--- src/rtl/game_pkg.sv ---
// Shared game-flow definitions: state encoding seen by the overlay consumers,
// counter widths and a small helper used for sizing.
package game_pkg;

  // State encoding is fixed by the visibility controller and must not change.
  typedef enum logic [1:0] {
    GS_TITLE    = 2'd0,
    GS_PLAY     = 2'd1,
    GS_GAMEOVER = 2'd2,
    GS_PAUSE    = 2'd3
  } game_state_t;

  localparam int LIVES_W = 3;
  localparam int LEVEL_W = 3;

  // Larger of two integers, used to size the shared frame counter.
  function automatic int maxInt(input int a, input int b);
    if (a > b) begin
      return a;
    end else begin
      return b;
    end
  endfunction

endpackage

--- src/rtl/game_state_fsm_rise_detect.sv ---
// Rising-edge detector with a configurable history reset value, so a level
// already high when reset releases can be treated as "not a new press".
module rise_detect #(
  parameter logic RESET_VAL = 1'b1
) (
  input  logic clk,
  input  logic resetN,
  input  logic in,
  output logic rise
);

  logic hist_r;

  // Remember the previous sample of the input level.
  always_ff @(posedge clk or negedge resetN) begin
    if (!resetN) begin
      hist_r <= RESET_VAL;
    end else begin
      hist_r <= in;
    end
  end

  assign rise = in & ~hist_r;

endmodule

--- src/rtl/game_state_fsm.sv ---
// Master game-flow controller: sequences TITLE -> PLAY -> PAUSE/GAMEOVER,
// tracks lives and level, and pulses levelReset on every entry into PLAY.
import game_pkg::*;

module game_state_fsm #(
  parameter int INIT_LIVES      = 3,
  parameter int MAX_LEVEL       = 3,
  parameter int PAUSE_FRAMES    = 60,
  parameter int GAMEOVER_FRAMES = 120
) (
  input  logic               clk,
  input  logic               resetN,
  input  logic               startOfFrame,
  input  logic               spaceKey,
  input  logic               playerHit,
  input  logic               levelCleared,
  output logic [1:0]         gameState,
  output logic [LIVES_W-1:0] lives,
  output logic [LEVEL_W-1:0] level,
  output logic               levelReset,
  output logic               gameWon
);

  // Legacy-style state constants tied to the shared encoding.
  localparam logic [1:0] ST_TITLE    = GS_TITLE;
  localparam logic [1:0] ST_PLAY     = GS_PLAY;
  localparam logic [1:0] ST_GAMEOVER = GS_GAMEOVER;
  localparam logic [1:0] ST_PAUSE    = GS_PAUSE;

  // One counter serves both PAUSE and GAMEOVER, so size it for the longer one.
  localparam int CNT_MAX = maxInt(PAUSE_FRAMES, GAMEOVER_FRAMES);
  localparam int CNT_W   = $clog2(CNT_MAX + 1);

  localparam logic [CNT_W-1:0]   PAUSE_LAST  = CNT_W'(PAUSE_FRAMES - 1);
  localparam logic [CNT_W-1:0]   GO_MIN      = CNT_W'(GAMEOVER_FRAMES);
  localparam logic [CNT_W-1:0]   CNT_SAT     = CNT_W'(CNT_MAX);
  localparam logic [LIVES_W-1:0] LIVES_START = LIVES_W'(INIT_LIVES);
  localparam logic [LEVEL_W-1:0] LEVEL_LAST  = LEVEL_W'(MAX_LEVEL);
  localparam logic [LEVEL_W-1:0] LEVEL_FIRST = LEVEL_W'(1);

  logic               spacePress_s;
  logic [1:0]         state_r;
  logic [1:0]         nextState_s;
  logic [LIVES_W-1:0] lives_r;
  logic [LIVES_W-1:0] nextLives_s;
  logic [LEVEL_W-1:0] level_r;
  logic [LEVEL_W-1:0] nextLevel_s;
  logic               won_r;
  logic               nextWon_s;
  logic               levelReset_r;
  logic               enterPlay_s;
  logic [CNT_W-1:0]   cnt_r;
  logic [CNT_W-1:0]   nextCnt_s;

  // History resets high so a key held through reset is not seen as a press.
  rise_detect #(
    .RESET_VAL(1'b1)
  ) u_spaceRise (
    .clk   (clk),
    .resetN(resetN),
    .in    (spaceKey),
    .rise  (spacePress_s)
  );

  // Next-state, lives, level and win-flag decisions for the current state.
  always_comb begin
    nextState_s = state_r;
    nextLives_s = lives_r;
    nextLevel_s = level_r;
    nextWon_s   = won_r;
    case (state_r)
      ST_TITLE: begin
        if (spacePress_s) begin
          nextState_s = ST_PLAY;
          nextLives_s = LIVES_START;
          nextLevel_s = LEVEL_FIRST;
          nextWon_s   = 1'b0;
        end else begin
          nextState_s = ST_TITLE;
        end
      end
      ST_PLAY: begin
        // levelCleared has priority; a simultaneous hit is dropped.
        if (levelCleared) begin
          if (level_r < LEVEL_LAST) begin
            nextLevel_s = level_r + LEVEL_W'(1);
            nextState_s = ST_PAUSE;
          end else begin
            nextWon_s   = 1'b1;
            nextState_s = ST_GAMEOVER;
          end
        end else if (playerHit) begin
          if (lives_r > LIVES_W'(1)) begin
            nextLives_s = lives_r - LIVES_W'(1);
            nextState_s = ST_PAUSE;
          end else begin
            nextLives_s = LIVES_W'(0);
            nextState_s = ST_GAMEOVER;
          end
        end else begin
          nextState_s = ST_PLAY;
        end
      end
      ST_PAUSE: begin
        if (startOfFrame && (cnt_r == PAUSE_LAST)) begin
          nextState_s = ST_PLAY;
        end else begin
          nextState_s = ST_PAUSE;
        end
      end
      ST_GAMEOVER: begin
        if (spacePress_s && (cnt_r >= GO_MIN)) begin
          nextState_s = ST_TITLE;
        end else begin
          nextState_s = ST_GAMEOVER;
        end
      end
      default: begin
        nextState_s = ST_TITLE;
      end
    endcase
  end

  // Frame counter: cleared on any state change, saturating frame count otherwise.
  always_comb begin
    nextCnt_s = cnt_r;
    if (nextState_s != state_r) begin
      nextCnt_s = '0;
    end else if (startOfFrame && (cnt_r != CNT_SAT)) begin
      nextCnt_s = cnt_r + CNT_W'(1);
    end else begin
      nextCnt_s = cnt_r;
    end
  end

  assign enterPlay_s = (nextState_s == ST_PLAY) && (state_r != ST_PLAY);

  // Register all game-flow state and outputs.
  always_ff @(posedge clk or negedge resetN) begin
    if (!resetN) begin
      state_r      <= ST_TITLE;
      lives_r      <= LIVES_W'(0);
      level_r      <= LEVEL_FIRST;
      won_r        <= 1'b0;
      levelReset_r <= 1'b0;
      cnt_r        <= '0;
    end else begin
      state_r      <= nextState_s;
      lives_r      <= nextLives_s;
      level_r      <= nextLevel_s;
      won_r        <= nextWon_s;
      levelReset_r <= enterPlay_s;
      cnt_r        <= nextCnt_s;
    end
  end

  assign gameState  = state_r;
  assign lives      = lives_r;
  assign level      = level_r;
  assign levelReset = levelReset_r;
  assign gameWon    = won_r;

endmodule

--- config.mk ---
export PLATFORM = sky130hd
export DESIGN_NAME = game_state_fsm
export DESIGN_NICKNAME = d
export VERILOG_FILES = /design/src/rtl/game_pkg.sv /design/src/rtl/game_state_fsm_rise_detect.sv /design/src/rtl/game_state_fsm.sv
export SDC_FILE = /design/constraint.sdc
export NUM_CORES = 1
export LEC_CHECK = 0
export ABC_AREA = 1
export BUFFER_PORTS_ARGS = -buffer_cell sky130_fd_sc_hd__buf_2
export CORE_MARGIN = 8
export CORE_UTILIZATION = 40
export DETAILED_ROUTE_END_ITERATION = 7
export GPL_TIMING_DRIVEN = 0
export HOLD_SLACK_MARGIN = 0.08
export PLACE_DENSITY = 0.63
export SETUP_SLACK_MARGIN = 0.3
export SYNTH_ARGS = -nofsm -noshare
export SYNTH_HDL_FRONTEND = slang
export SYNTH_SLANG_ARGS = --single-unit
--- constraint.sdc ---
create_clock -name clk -period 2.05 [get_ports clk]
set_input_delay 0.205 -clock clk [delete_from_list [all_inputs] [get_ports clk]]
set_output_delay 0.205 -clock clk [all_outputs]
set_load 0.02 [all_outputs]
==> results.cfg, run 1 <==
[global_route]
grt_pass1_wl_mm = 3.64
overflow = 0
grt_pass1_vias = 848
grt_usage = 0.103
grt_max_degree = 19
antenna_found_initial = 0

[clocking]
clk_latency_ps = 280
cts_max_level = 1
cts_resized = 0
clk_path_buf_depth = 2
clk_root_buffer_cell = clkbuf_4
cts_buffers = 3
path_clk_slew_ps = 100
cts.sinks = 18
cts_tree = done

[setup_path]
cp_max_fo = 7
cp_data_arrival_time_ps = 1580
start_kind = primary input
worst_setup_path_end_kind = flip-flop
required_ps = 2230
critPathKind = primary input to flip-flop

[outcome]
status = finished, final reports clean

[detailed_routing]
wire_per_inst_um = 11.2
finalWirelength_mm = 2.03
drt_iter0_markers = 31
first_pass_iters = 4
vias = 878
drc = 0
ant_nets = 0
vias_per_cell = 4.85

[logic_synthesis]
yosysSeqAreaShare = 0.436
syn_nets = 142
syn_area_per_cell_um2 = 7.94
synth_seq_cells = 18
syn_area_um2 = 1040
syn_inst = 131
synth.distinct_cells = 22
yosysWarnings = 0

[floorplan]
fp-row-count = 18
fp.dieW_um = 67.0
die_h_um = 67.0
core-area_um2 = 2480
start_util = 0.420
pin_count = 16
die_area_um2 = 4490

[placed_design]
dp_slack_ps = 669
io_buffers = 15
dp_hpwl_mm = 1.59
dpl-instance-area_um2 = 1150
gp_congestion = 0.874

[final_layout]
final_common_cell = inv_1
num-fill-cells = 269
final_cell_area_um2 = 1190
drive_gt1_frac = 0.232
antenna_cells = 0
syn2layout_area_growth_pct = 14.9
most-common-layout-cells = 24 x inv_1, 18 x nand2_1, 16 x dfrtp_1
nets = 164

[timing]
max_freq_mhz = 713
tightest_slew_ps = 414
slew_headroom = 0.724
fin_ws_ps = 647
whs_ps = 232
post-route-min-period_ps = 1400
hold_viol_final = 0
finalCritPeriodShare = 0.685
setup_viol = 0
setup_tns_ps = 0
finalMaxSlewViolations = 0
fin_worst_skew_ps = 3.76
rsz0062_at_grt = no

[pwr]
ir_drop_mv = 0.804
powerDensity_nw_per_um2 = 1240
power_leakage_nw = 0.631

[worst_hold_path]
min_path_type = primary input to flip-flop

[flow_run]
maxCapViolations = 0
cells in the mapped netlist:
cell      number  area share
a21oi_1        3       0.014
a21oi_2        1      0.0084
a31oi_1        1      0.0060
buf_4          1      0.0072
dfrtp_1       16        0.39
dfstp_2        2       0.051
ha_1           5       0.060
inv_1         24       0.087
inv_2          3       0.011
nand2_1       18       0.065
nand2_2        4       0.024
nand3_1       12       0.058
nand3b_1       1      0.0072
nand4_1        4       0.024
nor2_1        15       0.054
nor2_2         4       0.024
nor2_4         1       0.011
o21ai_0        7       0.034
o21ai_2        1      0.0084
o21bai_1       1      0.0072
o22ai_1        2       0.012
xor2_1         5       0.042
metal layers:
metal / share of wire / GRT usage / wire [um]
met1: 0.51 / 0.129 / 1040
met2: 0.45 / 0.161 / 904
met3: 0.032 / 0.0252 / 65
met4: 0.0069 / 0.0470 / 14
met5: 0 / 0 / 0
cell type report:
cell class | instances | area (um^2) | area share
Sequential cell | 18 | 453 | 0.379
Inverter | 27 | 101 | 0.0848
Multi-Input combinational cell | 85 | 478 | 0.400
Timing Repair Buffer | 17 | 95.1 | 0.0796
Clock buffer | 3 | 22.5 | 0.0188
Buffer | 1 | 7.51 | 0.00628
Tap cell | 30 | 37.5 | 0.0314
final timing paths:
kind / startpoint / end / slack [ps] / cells after the start
max in group asynchronous: resetN / u_spaceRise.hist_r / 1350 / 2
setup reg to reg: cnt_r[0] / cnt_r[5] / 660 / 10
hold reg to reg: gameWon / gameWon / 500 / 2
min in group asynchronous: resetN / cnt_r[2] / 370 / 2
setup / recovery: spaceKey / cnt_r[4] / 650 / 9
hold / removal: levelCleared / gameWon / 230 / 3
flip-flops by register name, indices dropped and copies added (netlist names):
| signal | count |
|---|---|
| level | 3 |
| gameWon | 1 |
| cnt_r | 7 |
| levelReset | 1 |
| lives | 3 |
| gameState | 2 |
| u_spaceRise.hist_r | 1 |
repair_timing:
action / CTS / global route
setup endpoints to repair: 0 / 0
hold buffers: 2 / 0
hold endpoints to repair: 17 / 0
buffers inserted: 0 / 0
worst max-delay path, cell delays in order:
cell,delay [ps]
dlygate4sd3_1,520
buf_2,110
inv_1,30
nor2_1,170
nand3b_1,110
nand2_1,90
nand4_1,120
nand2_2,180
nor2_1,60
power breakdown:
group	internal [mW]	switching, mW
Combinational	0.253	0.465
Clock	0.0682	0.104
Sequential	0.475	0.113
kinds of logic (layout without fill, tap and decap cells):
family | Yosys count | in the layout | synth area share
and+or+nand+nor | 59 | 59 | 0.267
DFF | 18 | 18 | 0.436
buffers and inverters | 28 | 48 | 0.105
xor gates and xnor gates | 5 | 5 | 0.0421
adders and majority gates | 5 | 5 | 0.0602
AOI/OAI and AO/OA | 16 | 16 | 0.0903
through the flow:
step,std cells,total power [mW],utilization
finish,181,1.48,0.482
CTS,181,1.51,0.482
floorplan,131,1.11,-
detailed placement,176,1.32,0.465
global route,181,1.64,0.482
global placement,176,1.30,0.465
No activity file was read; power rests on OpenSTA's default activity.
==> inputs of run 2 (changes only) <==
- clock period: 2.05 -> 1.4 ns (I/O delays scaled with it)
==> run 2 against run 1 <==
Non-clock buffer count rose by 15. Hold slack got worse by 99 ps. Combinational power rose by 130%. Via count rose by 11%. Sequential cell count did not move. Clock power rose by 94%. Final cell count rose by 8.8%. Largest power group unchanged. Highest routed layer unchanged.
==> results.cfg, run 2 (synthesized netlist as in run 1, its figures left out) <==
[pwr]
power_leakage_nw = 0.730
p_clk_frac = 0.115
p_comb_frac = 0.577
swShare = 0.435
finalPower_mw = 2.90
seqPwrFrac = 0.308
powerDensity_nw_per_um2 = 1990
ir_drop_mv = 1.53
power.internal_mw = 1.64
switchingPower_mw = 1.26

[placed_design]
dpl-instance-area_um2 = 1200
dp_slack_ps = 66.7
gp_congestion = 0.799
io_buffers = 15
dp_cells = 176
dp_hpwl_mm = 1.64

[floorplan]
start_util = 0.420
fp.dieW_um = 67.0
die_h_um = 67.0
die_area_um2 = 4490
core-area_um2 = 2480
fp-row-count = 18
pin_count = 16

[setup_path]
cp_slowest_cell = dfrtp_1
cp_max_fo = 3
slowest_delay_ps = 420
rr_worst_depth = 8
crit_path_frequent_cell = nor2_1
cp_data_arrival_time_ps = 1570
required_ps = 1590
reg2reg_from = cnt_r[1]
worst_setup_path_end_kind = flip-flop
start_kind = flip-flop
worstReg2RegEnd = levelReset
worstPathCellList = ha_2 > nand2_2 > nor2_1 > nand3_1 > nand3_2 > buf_4 > a31oi_1 > nor2_1
critPathKind = flip-flop to flip-flop
rrSetupSlack_ps = 20

[worst_hold_path]
min_path_type = primary input to flip-flop
hold_depth = 3
min_from = levelCleared
hold_end = gameWon

[final_layout]
largest_register_ffs = 7
top_register = cnt_r
final_cell_area_um2 = 1460
final_util = 0.589
antenna_cells = 0
nets = 179
final_common_cell = inv_1
num-fill-cells = 223
most-common-layout-cells = 19 x inv_1, 17 x nand2_1, 13 x nor2_1, 13 x buf_4, 12 x dfrtp_1
final_cells = 197
drive_gt1_frac = 0.455
syn2layout_area_growth_pct = 40.3

[timing]
whs_ps = 132
finalMaxSlewViolations = 0
finalCritPeriodShare = 0.983
rsz0062_at_grt = yes
hold_viol_final = 0
tightest_slew_ps = 404
fin_worst_skew_ps = 4.88
slew_headroom = 0.731
fin_ws_ps = 24.4
max_freq_mhz = 727
setup_viol = 0
setup_tns_ps = 0
post-route-min-period_ps = 1380

[global_route]
overflow = 0
grt_usage = 0.113
grt_max_degree = 19
antenna_found_initial = 0
grt_pass1_vias = 953
grt_pass1_wl_mm = 3.95

[clocking]
clk_path_buf_depth = 2
cts.sinks = 18
cts_max_level = 1
clk_root_buffer_cell = clkbuf_4
clk_latency_ps = 300
cts_tree = done
cts_buffers = 3
path_clk_slew_ps = 110

[detailed_routing]
vias_per_cell = 4.94
finalWirelength_mm = 2.50
vias = 974
ant_nets = 0
drc = 0
wire_per_inst_um = 12.7
drt_iter0_markers = 48
first_pass_iters = 4

[outcome]
status = finished, final reports clean

[flow_run]
maxCapViolations = 0
==> run 2: cell types whose count changed in the layout (fill, tap and decap cells not counted), moves of 4 or more <==
| cell | previous run | this run |
|---|---|---|
| buf_4 | 1 | 13 |
| buf_6 | 0 | 8 |
| nand3_1 | 12 | 6 |
| nand3_2 | 0 | 6 |
| buf_2 | 15 | 10 |
| inv_1 | 24 | 19 |
| inv_2 | 3 | 8 |
| o21ai_0 | 7 | 2 |
| dfrtp_1 | 16 | 12 |
| dfrtp_2 | 0 | 4 |
==> run 2: critical path, delay by kind of cell (launching register included) <==
family / cells / cell delay [ps]
buf+inv: 1 / 140
simple gates: 5 / 340
fa+ha+maj: 1 / 190
flops: 1 / 420
compound gates: 1 / 180
==> run 2: repair_timing <==
item	CTS	global route
hold buffers	2	0
endpoints found under the setup margin	18	21
endpoints found under the hold margin	18	0
gates resized for setup	8	21
buffers inserted	10	5
pin swaps	4	4
==> run 2: worst max-delay path by stage <==
stage / startpoint / endpoint / slack (ps) / depth (start not counted)
floorplan: cnt_r[1] / cnt_r[5] / 230 / 10
global placement: cnt_r[1] / cnt_r[4] / 100 / 8
detailed placement: cnt_r[1] / cnt_r[4] / 70 / 8
CTS: cnt_r[1] / cnt_r[4] / 50 / 8
global route: cnt_r[1] / cnt_r[0] / -60 / 8
finish: cnt_r[1] / levelReset / 20 / 8
==> run 2: final cells by class <==
type / instances / area [um^2] / area share
multi-input cells: 85 / 568 / 0.389
repair buffers: 32 / 250 / 0.172
plain buffers: 1 / 7.51 / 0.00515
clock buffers: 4 / 36.3 / 0.0249
inverters: 27 / 101 / 0.0695
well taps: 30 / 37.5 / 0.0257
flip-flops and latches: 18 / 458 / 0.314
==> run 2: power by group through the flow <==
stage	Sequential, mW	Combinational, mW	Clock [mW]
floorplan	1.04	0.671	0
global placement	0.892	1.10	0
detailed placement	0.897	1.13	0
CTS	0.884	1.38	0.342
global route	0.919	1.84	0.357
finish	0.895	1.67	0.333
==> run 2: routing by layer <==
layer	track usage	wire (um)
met1	0.122	1100
met2	0.197	1250
met3	0.0453	134
met4	0.0313	18
met5	0	0
